`src/rtl/acc_arb_pkg.sv`:
```
// ---------------------------------------------------------------------------
// acc_arb_pkg
// Shared types and constants for the accumulating-buffer write arbiter.
//   arb_state_e : arbiter FSM states (IDLE, BURST, PAUSE)
//   NREQ_DEF    : default requester count
//   IDW         : source-id width for the default requester count
//   VAL_*/IDX_* : field layout of a beat (value in [31:0], slot index above it)
//   STAT_W      : width of one per-requester beat counter
//   BCNT_W      : burst counter width (holds MAX_BURST up to 255)
// ---------------------------------------------------------------------------
package acc_arb_pkg;

  typedef enum logic [1:0] {
    IDLE  = 2'd0,
    BURST = 2'd1,
    PAUSE = 2'd2
  } arb_state_e;

  localparam int NREQ_DEF = 4;
  localparam int IDW      = $clog2(NREQ_DEF);

  localparam int VAL_LSB  = 0;
  localparam int VAL_W    = 32;
  localparam int IDX_LSB  = 32;

  localparam int STAT_W   = 32;
  localparam int BCNT_W   = 8;

endpackage

```
`src/rtl/acc_buf_arbiter_rr_pick.sv`:
```
// ---------------------------------------------------------------------------
// rr_pick
// Combinational round-robin picker: returns the first asserted request
// strictly after `last`, searching cyclically (last itself is tried last).
//   req  in  NREQ  request vector
//   last in  IDW   index granted most recently
//   any  out 1     at least one request is asserted
//   pick out IDW   chosen index (0 when any=0)
// ---------------------------------------------------------------------------
module rr_pick
  import acc_arb_pkg::*;
#(
  parameter int NREQ = NREQ_DEF,
  parameter int IDW  = acc_arb_pkg::IDW
) (
  input  logic [NREQ-1:0] req,
  input  logic [IDW-1:0]  last,
  output logic            any,
  output logic [IDW-1:0]  pick
);

  // (base + off) mod NREQ without a divider; off is at most NREQ.
  function automatic logic [IDW-1:0] wrap_add(input logic [IDW-1:0] base, input int off);
    int s;
    s = int'(base) + off;
    if (s >= NREQ) s = s - NREQ;
    return s[IDW-1:0];
  endfunction

  always_comb begin
    // NOTE: every output gets a default first so no path leaves it unassigned,
    // which would otherwise infer a latch.
    any  = |req;
    pick = '0;
    // Walk from the farthest candidate to the nearest; the nearest hit wins.
    for (int i = NREQ; i >= 1; i--) begin
      if (req[wrap_add(last, i)]) pick = wrap_add(last, i);
    end
  end

endmodule

```
`src/rtl/acc_buf_arbiter.sv`:
```
// ---------------------------------------------------------------------------
// acc_buf_arbiter
// Shares the single write port of the accumulating circular buffer between
// NREQ stream sources. Round-robin grants in bursts of up to MAX_BURST beats,
// one registered output slice, software pause handshake.
//
// Ports
//   clock, reset   single rising-edge clock, synchronous active-high reset
//   s_axis_tvalid  per-requester valid
//   s_axis_tdata   requester r at [r*DBITS +: DBITS]
//   s_axis_tready  per-requester ready (combinational, at most one bit set)
//   m_axis_tvalid  registered beat valid to the buffer write side
//   m_axis_tdata   registered beat
//   m_axis_tuser   registered source id of the beat
//   m_axis_tready  buffer accepts
//   pause_req      level request to stop granting
//   pause_ack      registered: paused and output slice empty
//   stat_beats     per-requester accepted-beat counters, 32 bits each
//
// Build option
//   ACC_ARB_STATS_EN : when defined, stat_beats counts transfers per requester
//                      (wrapping, cleared by reset); otherwise tied to 0.
// ---------------------------------------------------------------------------
module acc_buf_arbiter
  import acc_arb_pkg::*;
#(
  parameter int NREQ      = NREQ_DEF,
  parameter int DBITS     = 64,
  parameter int ABITS     = 7,
  parameter int MAX_BURST = 8
) (
  input  logic                      clock,
  input  logic                      reset,
  input  logic [NREQ-1:0]           s_axis_tvalid,
  input  logic [NREQ*DBITS-1:0]     s_axis_tdata,
  output logic [NREQ-1:0]           s_axis_tready,
  output logic                      m_axis_tvalid,
  output logic [DBITS-1:0]          m_axis_tdata,
  output logic [$clog2(NREQ)-1:0]   m_axis_tuser,
  input  logic                      m_axis_tready,
  input  logic                      pause_req,
  output logic                      pause_ack,
  output logic [NREQ*STAT_W-1:0]    stat_beats
);

  localparam int ID_W = $clog2(NREQ);
  localparam logic [BCNT_W-1:0] MAX_CNT = BCNT_W'(MAX_BURST);

  arb_state_e          state_q, state_d;
  logic [ID_W-1:0]     grant_q, grant_d;
  logic [ID_W-1:0]     last_grant_q, last_grant_d;
  logic [BCNT_W-1:0]   burst_cnt_q, burst_cnt_d;
  logic                m_valid_q, m_valid_d;
  logic [DBITS-1:0]    m_data_q, m_data_d;
  logic [ID_W-1:0]     m_user_q, m_user_d;
  logic                pause_ack_q, pause_ack_d;

  logic                pick_any;
  logic [ID_W-1:0]     pick_id;
  logic                slot_free;
  logic                grant_vld;
  logic                xfer;
  logic [BCNT_W-1:0]   burst_inc;
  logic [DBITS-1:0]    sel_beat;
  logic [DBITS-1:0]    load_beat;

  rr_pick #(
    .NREQ (NREQ),
    .IDW  (ID_W)
  ) u_pick (
    .req  (s_axis_tvalid),
    .last (last_grant_q),
    .any  (pick_any),
    .pick (pick_id)
  );

  // Slice can take a beat when empty or when its current beat leaves this cycle.
  assign slot_free = !m_valid_q || m_axis_tready;
  assign grant_vld = s_axis_tvalid[grant_q];
  assign xfer      = (state_q == BURST) && grant_vld && slot_free;
  assign burst_inc = burst_cnt_q + 1'b1;
  assign sel_beat  = s_axis_tdata[int'(grant_q)*DBITS +: DBITS];

  // Beats are forwarded untouched; value and slot fields are named so the
  // layout the buffer relies on is visible where the beat is captured.
  always_comb begin
    load_beat                   = sel_beat;
    load_beat[VAL_LSB +: VAL_W] = sel_beat[VAL_LSB +: VAL_W];
    load_beat[IDX_LSB +: ABITS] = sel_beat[IDX_LSB +: ABITS];
  end

  always_comb begin
    s_axis_tready = '0;
    if (state_q == BURST && slot_free) s_axis_tready[grant_q] = 1'b1;
  end

  // Next-state, burst accounting and pause handshake.
  always_comb begin
    state_d      = state_q;
    grant_d      = grant_q;
    last_grant_d = last_grant_q;
    burst_cnt_d  = burst_cnt_q;
    pause_ack_d  = 1'b0;
    unique case (state_q)
      IDLE: begin
        if (pause_req) begin
          state_d = PAUSE;
        end else if (pick_any) begin
          grant_d     = pick_id;
          burst_cnt_d = '0;
          state_d     = BURST;
        end
      end
      BURST: begin
        if (xfer) burst_cnt_d = burst_inc;
        // A downstream stall alone keeps the burst open; pause is evaluated
        // after this cycle's transfer has been counted.
        if ((xfer && burst_inc == MAX_CNT) || !grant_vld || pause_req) begin
          state_d      = IDLE;
          last_grant_d = grant_q;
        end
      end
      PAUSE: begin
        if (!pause_req) state_d = IDLE;
        else            pause_ack_d = !m_valid_q;
      end
      default: state_d = IDLE;
    endcase
  end

  // Output slice: load on transfer, otherwise drain on acceptance.
  always_comb begin
    m_valid_d = m_valid_q;
    m_data_d  = m_data_q;
    m_user_d  = m_user_q;
    if (xfer) begin
      m_valid_d = 1'b1;
      m_data_d  = load_beat;
      m_user_d  = grant_q;
    end else if (m_axis_tready) begin
      m_valid_d = 1'b0;
    end
  end

  // NOTE: sequential state uses non-blocking assignments so every flop samples
  // the pre-edge values regardless of statement order.
  always_ff @(posedge clock) begin
    if (reset) begin
      state_q      <= IDLE;
      grant_q      <= '0;
      last_grant_q <= ID_W'(NREQ - 1);
      burst_cnt_q  <= '0;
      m_valid_q    <= 1'b0;
      // NOTE: the data register is reset too because all outputs read 0 after
      // reset; a pure datapath flop behind a valid would not need it.
      m_data_q     <= '0;
      m_user_q     <= '0;
      pause_ack_q  <= 1'b0;
    end else begin
      state_q      <= state_d;
      grant_q      <= grant_d;
      last_grant_q <= last_grant_d;
      burst_cnt_q  <= burst_cnt_d;
      m_valid_q    <= m_valid_d;
      m_data_q     <= m_data_d;
      m_user_q     <= m_user_d;
      pause_ack_q  <= pause_ack_d;
    end
  end

  assign m_axis_tvalid = m_valid_q;
  assign m_axis_tdata  = m_data_q;
  assign m_axis_tuser  = m_user_q;
  assign pause_ack     = pause_ack_q;

`ifdef ACC_ARB_STATS_EN
  logic [NREQ-1:0][STAT_W-1:0] stat_q, stat_d;

  always_comb begin
    for (int r = 0; r < NREQ; r++) begin
      stat_d[r] = stat_q[r];
      if (xfer && grant_q == ID_W'(r)) stat_d[r] = stat_q[r] + 1'b1;
    end
  end

  always_ff @(posedge clock) begin
    if (reset) stat_q <= '0;
    else       stat_q <= stat_d;
  end

  assign stat_beats = stat_q;
`else
  assign stat_beats = '0;
`endif

endmodule

```
`config.mk`:
```
export PLATFORM = sky130hd
export DESIGN_NAME = acc_buf_arbiter
export DESIGN_NICKNAME = d
export VERILOG_FILES = /design/src/rtl/acc_arb_pkg.sv /design/src/rtl/acc_buf_arbiter_rr_pick.sv /design/src/rtl/acc_buf_arbiter.sv
export SDC_FILE = /design/constraint.sdc
export NUM_CORES = 1
export LEC_CHECK = 0
export BUFFER_PORTS_ARGS = -buffer_cell sky130_fd_sc_hd__buf_2
export CORE_AREA = 5 5 177 179
export CTS_CLUSTER_SIZE = 40
export DETAILED_ROUTE_END_ITERATION = 6
export DIE_AREA = 0 0 182 184
export PLACE_DENSITY = 0.43
export SETUP_SLACK_MARGIN = 0.05
export SYNTH_ARGS = -nofsm -noshare
export SYNTH_HDL_FRONTEND = slang
export SYNTH_SLANG_ARGS = --single-unit
```
`constraint.sdc`:
```
create_clock -name clock -period 5.1 [get_ports clock]
set_clock_uncertainty 0.1 [all_clocks]
set_input_delay 1.02 -clock clock [delete_from_list [all_inputs] [get_ports clock]]
set_output_delay 1.02 -clock clock [all_outputs]
set_load 0.02 [all_outputs]
```
[Word-level counts from Yosys, hierarchy flattened]
Index checks and enable logic that the tools add are counted.
Storage, ports and cells
  bits in registers: 82
  input bits: 264
  output and inout bits: 200
  word-level logic and storage cells: 90
Cells by class
  $add $sub $neg: 9
  $lt $le $gt $ge: 10
  eq/ne operators: 9
  shift-type cells: 1
  multiplexer cells: 32
  bitwise logic cells: 2
  reductions and logical operators: 19
Operators with widths (number)
  $shiftx A256 B9 Y64: 1
  $mux W2: 12
  $mux W8: 3
  $pmux W8 S2: 1
  $lt A2 B3 Y1 const B: 5
  $bmux W1 S2: 5
  $ge A3 B3 Y1 const B: 3
  $add A8 B1 Y8 const B: 1
  $eq A8 B4 Y1 const B: 1
  $mux W1: 8
  $ne A2 B2 Y1 const B: 4
  $sub A2 B1 Y2 const B: 4
  $add A2 B2 Y3 const B: 2
  $pmux W2 S3: 1
  $reduce_and A3 Y1: 2
  $logic_and A1 B1 Y1: 5
  $add A2 B3 Y4 const B: 1
  $ge A4 B3 Y1 const B: 1
  $mux W4: 1
  $reduce_and A4 Y1: 1
  $reduce_bool A2 Y1: 2
  $reduce_or A4 Y1: 1
  $add A2 B1 Y3 const B: 1
  $logic_or A1 B1 Y1: 3
  other kinds (11): 13

[Logic depth before layout (Yosys ltp)]
Gate-level depths: netlist of run 1.
  word-level depth: 9
  mapped depth: 7
  mapped depth without buffers: 4

[By module]
A second synthesis of run 1 with hierarchy kept.
Second synthesis, totals
  cell total of the unflattened synthesis: 615
  area total of the unflattened synthesis: 5632.9 um^2
Modules (own cells, without submodules)
  acc_buf_arbiter: times used 1, cells an instance 601, area an instance 5541.6 um^2, sequential area each 1641.6 um^2
  rr_pick: times used 1, cells an instance 14, area an instance 91.3 um^2, sequential area each 0.0 um^2

[Worst setup path before layout of run 1]
No wires, ideal clock.
  path kind: input to output
  start: input port m_axis_tready
  end: output port s_axis_tready[0]
  arrival time: 1.807 ns
  setup slack: 2.173 ns
  cell stages on the path: 3
  path buffers: 0
  cell sequence: nand2b_1 nand2_1 nor3_1
Between the ends
  cells in the longest elaborated chain, start to end: 3
RTL lines
  start: declaration: line acc_buf_arbiter.sv:40  | input logic m_axis_tready,
  $logic_or A1 B1 Y1: line acc_buf_arbiter.sv:78  | assign slot_free = !m_valid_q || m_axis_tready;
  $logic_and A1 B1 Y1: line acc_buf_arbiter.sv:94  | if (state_q == BURST && slot_free) s_axis_tready[grant_q] = 1'b1;
  $mux W4: line acc_buf_arbiter.sv:94
  end: declaration: line acc_buf_arbiter.sv:36  | output logic [NREQ-1:0] s_axis_tready,
Every way passes these cells.

[Worst setup path after layout of run 1]
  start: input port m_axis_tready
  end: output port s_axis_tready[3]
Same word-level chain as after synthesis.

==> results.sh, run 1 <==
export IMPL_sw_frac_of_total_pct=32.8
export IMPL_mappedNetlistArea_mm2=0.00575
export IMPL_hpwl_mm=16.3
export IMPL_layout_drive_gt1_share_pct=48.6
export IMPL_hold_buffers=0
export IMPL_synth_edf_count=0
export IMPL_clock_path_buffers=2
export IMPL_h_tree_depth=3
export IMPL_die_area_mm2=0.0335
export IMPL_routed_wirelength_mm=20.6
export IMPL_post_route_period_util_pct=63.4
export IMPL_grt_remaining_overflow=0
export IMPL_vias=5272
export IMPL_root_buffer="clkbuf_16"
export IMPL_hold_depth=2
export IMPL_finalWorstSetupSlack_ns=1.87
export IMPL_worst_pin_slew_ns=0.812
export IMPL_antenna_found_initial=2
export IMPL_antenna_left=0
export IMPL_async_reset_ff_share_pct=0
export IMPL_diodes=0
export IMPL_core_mm2=0.0294
export IMPL_ys_types=41
export IMPL_p_int_uw=1240
export IMPL_clkSlewWorstSetupHoldPaths_ns=0.07
export IMPL_min_period_ns=3.23
export IMPL_p_clk_share_pct=36.9
export IMPL_insertion_delay_ns=0.35
export IMPL_synth_top_area_share_pct=28.5
export IMPL_r2r_slack_ns=2.41
export IMPL_grt_max_degree=52
export IMPL_fp_row_count=63
export IMPL_synth_area_leaders="dfxtp_1, mux4_2, buf_4, nand2_1, a21oi_1"
export IMPL_ys_seq_area_share_pct=28.5
export IMPL_ys_seq_elements=82
export IMPL_critPathKind="in2out"
export IMPL_syn_avg_cell_area_um2=9.52
export IMPL_vias_per_cell=4.03
export IMPL_worst_ep_required_time_ns=3.98
export IMPL_critPathMaxFanout=5
export IMPL_slew_viol_final=0
export IMPL_dieWidth_um=182
export IMPL_port_buffers=335
export IMPL_hold_viol=0
export IMPL_combPwrFrac_pct=26.0
export IMPL_preCtsSetupSlack_ns=1.84
export IMPL_synth_area_leader_cell="dfxtp_1"
export IMPL_power_uw=1840
export IMPL_power_switching_uw=606
export IMPL_placed_cell_area_mm2=0.00724
export IMPL_start_util_pct=19.6
export IMPL_cts_num_sinks=82
export IMPL_rsz0062_at_grt="false"
export IMPL_fin_nets=1177
export IMPL_crit_arrival_ns=2.11
export IMPL_holdWs_ns=0.350
export IMPL_fin_setup_tns_ns=0
export IMPL_setup_viol=0
export IMPL_grt_pass1_wl_mm=29.5
export IMPL_p_leak_uw=0.00335
export IMPL_power_frac_seq_pct=37.1
export IMPL_ys_flop_type="dfxtp_1"
export IMPL_area_growth_syn_to_layout_pct=31.0
export IMPL_r2r_cells=5
export IMPL_fill_cells=3272
export IMPL_gr_usage_all_layers_pct=11.3
export IMPL_cts_made_buffers=9
export IMPL_wire_per_inst_um=15.8
export IMPL_design_area_mm2=0.00754
export IMPL_ir_worst_vdd_v=0.000137
export IMPL_die_h_um=184
export IMPL_yosysWarnings=0
export IMPL_drc=0
export IMPL_critPathLaunchType="primary input"
export IMPL_grt_pass1_vias=5158
export IMPL_drt_initial_drc_count=171
export IMPL_max_freq_mhz=309
export IMPL_post_cts_buffers=0
export IMPL_gp_congestion=0.785
export IMPL_cts_tree="built"
export IMPL_netlist_instances=604
export IMPL_slew_headroom_pct=45.8
export IMPL_status="finished, final reports clean"
export IMPL_power_density_mw_per_mm2=245
export IMPL_endpoint_kind="primary output"
export IMPL_post_cts_resized=0
export IMPL_first_pass_iters=4
export IMPL_drv_cap=0
export IMPL_pin_count=464
export IMPL_min_path_type="reg2reg"
==> worst paths after layout <==
path | to | from
max reg2reg | m_axis_tdata[52]$_SDFFE_PP0P_ | state_q[0]$_SDFFE_PP0P_
max | s_axis_tready[3] | m_axis_tready
min | m_axis_tdata[58]$_SDFFE_PP0P_ | m_axis_tdata[58]$_SDFFE_PP0P_
min reg2reg | m_axis_tdata[58]$_SDFFE_PP0P_ | m_axis_tdata[58]$_SDFFE_PP0P_
==> area by class of cell <==
type	instances	area [um2]	share of cell area (%)
clock buffer	10	250	3.32
tap	390	488	6.48
multi-input combinational	473	3350	44.4
sequential	82	1650	21.9
inverter	5	18.8	0.249
timing repair buffer	341	1740	23.0
clock inverter	6	43.8	0.581
==> kinds of logic (layout without fill, tap and decap cells) <==
kind of cell	count (synthesis)	count (layout)	share of synthesized area, %
adder cells (fa/ha/maj)	1	1	0.218
flip-flops	82	82	28.5
multiplexers	69	69	26.2
buffers and inverters	176	362	21.5
other	1	128	0.0652
AO/OA/AOI/OAI	87	87	9.33
AND/OR/NAND/NOR	188	188	14.2
==> state kept, by name, indices dropped and copies added, names as in the netlist <==
name,flops
m_axis_tuser,2
state_q,2
m_axis_tvalid,1
burst_cnt_q,8
last_grant_q,2
m_axis_tdata,64
pause_ack,1
grant_q,2
==> Yosys cell counts (2+ instances only) <==
library cell	count
buf_6	4
clkbuf_1	18
a21oi_1	52
nor3_1	5
buf_1	2
inv_1	5
o21ai_0	2
mux2i_1	4
and2_1	2
nor2_1	6
buf_2	13
nand4_1	3
a31oi_1	7
nand2_1	139
dfxtp_1	82
buf_8	2
nand2b_1	2
a21oi_2	20
mux4_2	65
and3_1	3
nand4b_1	2
or3_1	6
nand3_1	13
buf_4	130
==> per-stage QoR <==
| step | utilization, % | std cells |
|---|---|---|
| global placement | 24.6 | 1291 |
| finish | 25.6 | 1307 |
| global route | 25.6 | 1307 |
| floorplan | - | 731 |
| CTS | 25.6 | 1307 |
| detailed placement | 24.6 | 1291 |
==> power groups by stage <==
stage,logic [uW],registers [uW],clock network [uW]
6_report,480,684,681
3_5_place_dp,486,700,0
3_3_place_gp,484,699,0
2_1_floorplan,383,714,0
4_1_cts,487,685,726
5_1_grt,524,688,747
==> metal layers <==
| layer | track usage, % | part of all wire (%) | vias to the layer above |
|---|---|---|---|
| li1 | - | - | 2480 |
| met1 | 14.0 | 40 | 2505 |
| met2 | 19.3 | 49 | 267 |
| met3 | 2.87 | 8.8 | 18 |
| met4 | 3.36 | 1.3 | 2 |
| met5 | 0 | 0.034 | - |
==> worst max-delay path: stages <==
cell and delay, ns:
buf_2 0.11, nand2b_1 0.36, nand2_1 0.21, nor3_1 0.21
buf_2 0.20
==> cells in the final DEF (no fill, tap or decap), drive strengths merged <==
master,instances
nand2,139
nand4,3
clkinv,2
o21ai,2
dfxtp,82
a211oi,1
o2bb2ai,1
or3,6
and3,3
a211o,1
o31a,1
nor3,5
o22ai,1
and3b,1
mux4,65
nand2b,2
and2,2
inv,8
nor2b,1
o31ai,1
ha,1
conb,128
mux2i,4
nand4b,2
nor2,6
nand3b,1
nand3,14
nor4,1
nor4b,1
or4,1
a21oi,72
clkinvlp,1
buf,341
clkbuf,10
a31oi,7
Power figures use the tool's default switching activity.
==> run 2: changes to the inputs <==
- ABC_AREA: unset -> 1
- CORE_AREA: 5 5 177 179 -> 5 5 176 178
- DIE_AREA: 0 0 182 184 -> 0 0 181 183
- PLACE_DENSITY: 0.43 -> 0.45
- clock period: 5.1 -> 2.7 ns (I/O delays scaled with it)
==> run 2 against run 1 <==
Effect of this change: design area increased by 1.4%; hold slack got worse by 0.0098 ns; count of clock-buffer cells in the layout increased by 2; sequential cell count unchanged; clock power increased by 88%; synthesized cell count increased by 46%; sequential power increased by 96%; register-to-register slack got worse by 1.7 ns; critical path type is now reg2out; critical endpoint is now s_axis_tready[2].
==> results.sh, run 2 <==
export IMPL_synth_area_leader_cell="dfxtp_1"
export IMPL_r2r_slack_ns=0.68
export IMPL_mostFrequentLayoutCells="buf_2, nand2_1, a31oi_1"
export IMPL_reg2reg_from="grant_q[0]$_SDFFE_PP0P_"
export IMPL_grt_pass1_wl_mm=34.7
export IMPL_critPathLaunchType="flop"
export IMPL_die_area_mm2=0.0331
export IMPL_gp_congestion=0.829
export IMPL_hpwl_mm=18.0
export IMPL_topRoutingLayerUsed="met5"
export IMPL_drt_initial_drc_count=248
export IMPL_worst_ep_required_time_ns=2.06
export IMPL_layout_drive_gt1_share_pct=31.3
export IMPL_worst_pin_slew_ns=0.588
export IMPL_clock_path_buffers=2
export IMPL_rsz0062_at_grt="false"
export IMPL_antenna_found_initial=1
export IMPL_antenna_left=0
export IMPL_min_period_ns=2.11
export IMPL_grt_pass1_vias=6169
export IMPL_synth_edf_count=0
export IMPL_fin_setup_tns_ns=0
export IMPL_first_pass_iters=4
export IMPL_p_leak_uw=0.00369
export IMPL_clkSlewWorstSetupHoldPaths_ns=0.07
export IMPL_cts_tree="built"
export IMPL_slew_viol_final=0
export IMPL_p_clk_share_pct=33.5
export IMPL_crit_reg2reg_capture="m_axis_tdata[2]$_SDFFE_PP0P_"
export IMPL_sw_frac_of_total_pct=36.6
export IMPL_fin_nets=1427
export IMPL_synth_area_leaders="dfxtp_1, buf_4, a31oi_1, nand2_1, a21oi_1"
export IMPL_r2r_cells=10
export IMPL_gr_usage_all_layers_pct=13.0
export IMPL_netlist_instances=883
export IMPL_start_util_pct=20.1
export IMPL_hold_buffers=0
export IMPL_synth_top_area_share_pct=27.9
export IMPL_diodes=0
export IMPL_core_mm2=0.0292
export IMPL_post_route_period_util_pct=78.0
export IMPL_post_cts_buffers=0
export IMPL_mappedNetlistArea_mm2=0.00589
export IMPL_fp_row_count=63
export IMPL_routed_wirelength_mm=23.8
export IMPL_vias_per_cell=4.30
export IMPL_async_reset_ff_share_pct=0
export IMPL_post_cts_resized=0
export IMPL_met1_length_mm=9.84
export IMPL_ys_types=27
export IMPL_crit_arrival_ns=1.47
export IMPL_power_switching_uw=1400
export IMPL_syn_avg_cell_area_um2=6.67
export IMPL_endpoint_kind="primary output"
export IMPL_die_h_um=183
export IMPL_pin_count=464
export IMPL_ys_seq_area_share_pct=27.9
export IMPL_h_tree_depth=3
export IMPL_grt_remaining_overflow=0
export IMPL_status="finished, final reports clean"
export IMPL_wire_per_inst_um=15.3
export IMPL_power_density_mw_per_mm2=501
export IMPL_yosysWarnings=0
export IMPL_drv_cap=0
export IMPL_combPwrFrac_pct=31.6
export IMPL_area_growth_syn_to_layout_pct=29.8
export IMPL_cts_made_buffers=9
export IMPL_ir_worst_vdd_v=0.000258
export IMPL_place_inst=1541
export IMPL_wl_met3_mm=1.79
export IMPL_p_int_uw=2420
export IMPL_grt_max_degree=119
export IMPL_insertion_delay_ns=0.34
export IMPL_dieWidth_um=181
export IMPL_min_path_type="reg2reg"
export IMPL_critPathKind="reg2out"
export IMPL_critPathMaxFanout=4
export IMPL_ys_seq_elements=82
export IMPL_power_frac_seq_pct=34.9
export IMPL_netlist_top_cells_count="nand2_1, buf_4, a31oi_1"
export IMPL_setup_viol=0
export IMPL_largest_reg_flops=64
export IMPL_root_buffer="clkbuf_16"
export IMPL_crit_start="state_q[0]$_SDFFE_PP0P_"
export IMPL_hold_depth=1
export IMPL_min_to="pause_ack$_SDFF_PP0_"
export IMPL_cts_num_sinks=82
export IMPL_final_common_cell="buf_2"
export IMPL_vias=6699
export IMPL_slew_headroom_pct=60.8
export IMPL_max_freq_mhz=475
export IMPL_port_buffers=335
export IMPL_hp_start="m_axis_tvalid$_SDFFE_PP0P_"
export IMPL_drc=0
export IMPL_dr_wl_met2_mm=11.8
export IMPL_fin_cells=1557
export IMPL_ys_flop_type="dfxtp_1"
export IMPL_yosysMostFrequentCell="nand2_1"
export IMPL_hold_viol=0
[run 2: area by class of cell]
class / count / area (um2)
timing repair buffer: 344 / 1820
multi-input combinational: 701 / 3290
clock inverter: 4 / 51.3
clock buffer: 12 / 246
tap: 390 / 488
fill: 3343 / 21600
sequential: 82 / 1650
inverter: 24 / 95.1
[run 2: worst max-delay path: stages (launching register included)]
cell	delay, ns
dfxtp_1	0.38
nand2_1	0.11
nor2_1	0.18
inv_1	0.11
nor3_1	0.15
buf_2	0.19
[run 2: per-stage QoR]
step	hold slack (ns)	instance area, um2	util (%)	setup slack, ns	power [uW]
2_1_floorplan	0.328	6360	-	0.606	2290
3_3_place_gp	0.339	7340	25.1	0.718	2580
3_5_place_dp	0.333	7340	25.1	0.687	2580
4_1_cts	0.325	7640	26.1	0.571	3920
5_1_grt	0.334	7640	26.1	0.435	4080
6_report	0.340	7640	26.1	0.594	3830
[run 2: cells by family (layout without fill, tap and decap cells)]
| kind of cell | count (synthesis) | count (layout) | synth area share, % |
|---|---|---|---|
| adders and majority gates | 1 | 1 | 0.213 |
| DFF | 82 | 82 | 27.9 |
| other | 1 | 128 | 0.0637 |
| and+or+nand+nor | 288 | 288 | 20.5 |
| xor gates and xnor gates | 2 | 2 | 0.298 |
| buffers and inverters | 227 | 384 | 24.3 |
| AOI/OAI and AO/OA | 282 | 282 | 26.8 |
[run 2: power groups by stage]
stage | registers, uW | logic (uW) | clock network, uW
6_report | 1340 | 1210 | 1280
5_1_grt | 1350 | 1340 | 1400
4_1_cts | 1340 | 1220 | 1360
3_5_place_dp | 1360 | 1220 | 0
3_3_place_gp | 1360 | 1220 | 0
2_1_floorplan | 1410 | 881 | 0
[run 2: worst max-delay path by stage]
stage          slack (ns)                            to  cells after the start
2_1_floorplan        0.61              s_axis_tready[1]                      6
3_3_place_gp         0.72   burst_cnt_q[0]$_SDFFE_PP0P_                      9
3_5_place_dp         0.69  m_axis_tdata[4]$_SDFFE_PP0P_                     10
4_1_cts              0.57              s_axis_tready[2]                      5
5_1_grt              0.44              s_axis_tready[2]                      5
6_report             0.59              s_axis_tready[2]                      5
[run 2: routing by layer]
metal / vias up / track usage [%]
li1: 3382 / -
met1: 3031 / 16.4
met2: 259 / 21.9
met3: 25 / 3.75
met4: 2 / 3.63
met5: - / 0
==> run 3: changes to the inputs <==
- CORE_AREA: 5 5 176 178 -> 5 5 179 181
- DIE_AREA: 0 0 181 183 -> 0 0 184 186
- PLACE_DENSITY: 0.45 -> 0.43
- clock period: 2.7 -> 2.1 ns (I/O delays scaled with it)
==> run 3 against run 2 <==
Effect of this change: hold slack got worse by 0.11 ns; design area is 1.9% higher; via count about the same; worst setup slack got worse by 0.43 ns; cell count rose by 1.0%; die area grew 3.3%; critical path type unchanged; critical endpoint is now s_axis_tready[1].
==> results.sh, run 3 (synthesis results as in run 2) <==
export IMPL_utilization_pct=25.7
export IMPL_status="finished, final reports clean"
export IMPL_final_common_cell="buf_2"
export IMPL_mostFrequentLayoutCells="buf_2, nand2_1, a31oi_1"
export IMPL_root_buffer="clkbuf_16"
export IMPL_use_met3_pct=2.44
export IMPL_critPathLaunchType="flop"
export IMPL_gp_congestion=0.782
export IMPL_p_clk_share_pct=34.2
export IMPL_worst_pin_slew_ns=0.601
export IMPL_power_switching_uw=1840
export IMPL_drv_cap=0
export IMPL_antenna_found_initial=0
export IMPL_vias_per_cell=4.26
export IMPL_grt_util_met2_pct=21.3
export IMPL_port_buffers=335
export IMPL_gr_usage_all_layers_pct=12.5
export IMPL_grt_busiest_layer="met2"
export IMPL_insertion_delay_ns=0.34
export IMPL_cts_tree="built"
export IMPL_crit_arrival_ns=1.41
export IMPL_crit_start="grant_q[0]$_SDFFE_PP0P_"
export IMPL_layout_drive_gt1_share_pct=32.2
export IMPL_min_path_type="in2reg"
export IMPL_area_growth_syn_to_layout_pct=32.3
export IMPL_rsz0062_at_grt="true"
export IMPL_grt_util_met1_pct=16.0
export IMPL_pin_count=464
export IMPL_multiInputGateArea_mm2=0.00329
export IMPL_cts_made_buffers=9
export IMPL_max_freq_mhz=517
export IMPL_grt_pass1_wl_mm=34.2
export IMPL_ff_latch_area_mm2=0.00165
export IMPL_hp_start="pause_req"
export IMPL_p_int_uw=3190
export IMPL_sw_frac_of_total_pct=36.6
export IMPL_endpoint_kind="primary output"
export IMPL_power_density_mw_per_mm2=645
export IMPL_grt_remaining_overflow=0
export IMPL_routed_wirelength_mm=23.4
export IMPL_power_frac_seq_pct=33.8
export IMPL_power_uw=5030
export IMPL_drt_initial_drc_count=217
export IMPL_cts_num_sinks=82
export IMPL_diodes=0
export IMPL_hpwl_mm=18.0
export IMPL_die_h_um=186
export IMPL_clock_path_buffers=2
export IMPL_slew_viol_final=0
export IMPL_ir_worst_vdd_v=0.000332
export IMPL_reg2reg_from="burst_cnt_q[1]$_SDFFE_PP0P_"
export IMPL_fin_nets=1437
export IMPL_hold_viol=0
export IMPL_grt_max_degree=100
export IMPL_h_tree_depth=3
export IMPL_fin_setup_tns_ns=0
export IMPL_start_util_pct=19.4
export IMPL_die_area_mm2=0.0342
export IMPL_post_route_period_util_pct=92.1
export IMPL_drc=0
export IMPL_combPwrFrac_pct=32.0
export IMPL_hold_buffers=0
export IMPL_fp_row_count=64
export IMPL_worst_ep_required_time_ns=1.58
export IMPL_critPathKind="reg2out"
export IMPL_antenna_left=0
export IMPL_core_mm2=0.0303
export IMPL_clkSlewWorstSetupHoldPaths_ns=0.07
export IMPL_wire_per_inst_um=14.9
export IMPL_grt_pass1_vias=6261
export IMPL_dieWidth_um=184
export IMPL_largest_reg_flops=64
export IMPL_setup_viol=0
export IMPL_slew_headroom_pct=59.7
export IMPL_p_leak_uw=0.00377
export IMPL_first_pass_iters=5
export IMPL_fill_cells=3464
export IMPL_vias=6702
export IMPL_critPathMaxFanout=73
export IMPL_min_period_ns=1.93
## run 3: changes by cell type in the layout (fill, tap and decap cells not counted), moves of 2 or more
| cell | delta |
|---|---|
| buf_2 | -2 |
| buf_12 | +3 |
| clkbuf_1 | -2 |
| buf_4 | +9 |
## run 3: metal layers
layer	vias to the layer above	wire length [um]
met5	-	0
met3	19	1530
met1	3026	9980
li1	3402	-
met2	255	11600
met4	0	337
## run 3: power groups by stage
stage	clock [uW]	sequential [uW]	combinational, uW
3_3_place_gp	0	1730	1620
6_report	1720	1700	1610
3_5_place_dp	0	1730	1620
5_1_grt	1870	1710	1790
2_1_floorplan	0	1810	1130
4_1_cts	1810	1700	1620
## run 3: worst paths after layout
check             cells past startpoint                            to  slack, ns
hold reg to reg                       1          pause_ack$_SDFF_PP0_       0.35
hold / removal                        3          pause_ack$_SDFF_PP0_       0.23
setup reg to reg                     10  last_grant_q[0]$_SDFFE_PP1P_       0.33
setup / recovery                      4              s_axis_tready[1]       0.17
## run 3: critical path, cell delays in order, from the launching register on
cell     delay [ns]
dfxtp_4        0.40
inv_4          0.07
buf_12         0.18
nor3_1         0.23
buf_4          0.17
## run 3: timing repair
action / CTS / global route
resized for setup: 0 / 4
endpoints found under the setup margin: 0 / 4
setup buffers: 0 / 0
## run 3: area by class of cell
cell class / instances / share of cell area (%)
Clock inverter: 5 / 0.787
Tap cell: 396 / 6.36
Inverter: 24 / 1.22
Sequential cell: 82 / 21.2
Multi-Input combinational cell: 701 / 42.3
Timing Repair Buffer: 354 / 24.9
Clock buffer: 11 / 3.25
## run 3: metrics by stage
stage	instances	hold slack [ns]	instance area, um2	setup slack (ns)
floorplan	1010	0.328	6360	0.126
global placement	1557	0.339	7460	0.320
detailed placement	1557	0.344	7460	0.278
CTS	1573	0.200	7780	0.109
global route	1573	0.228	7790	0.0270
finish	1573	0.233	7790	0.165
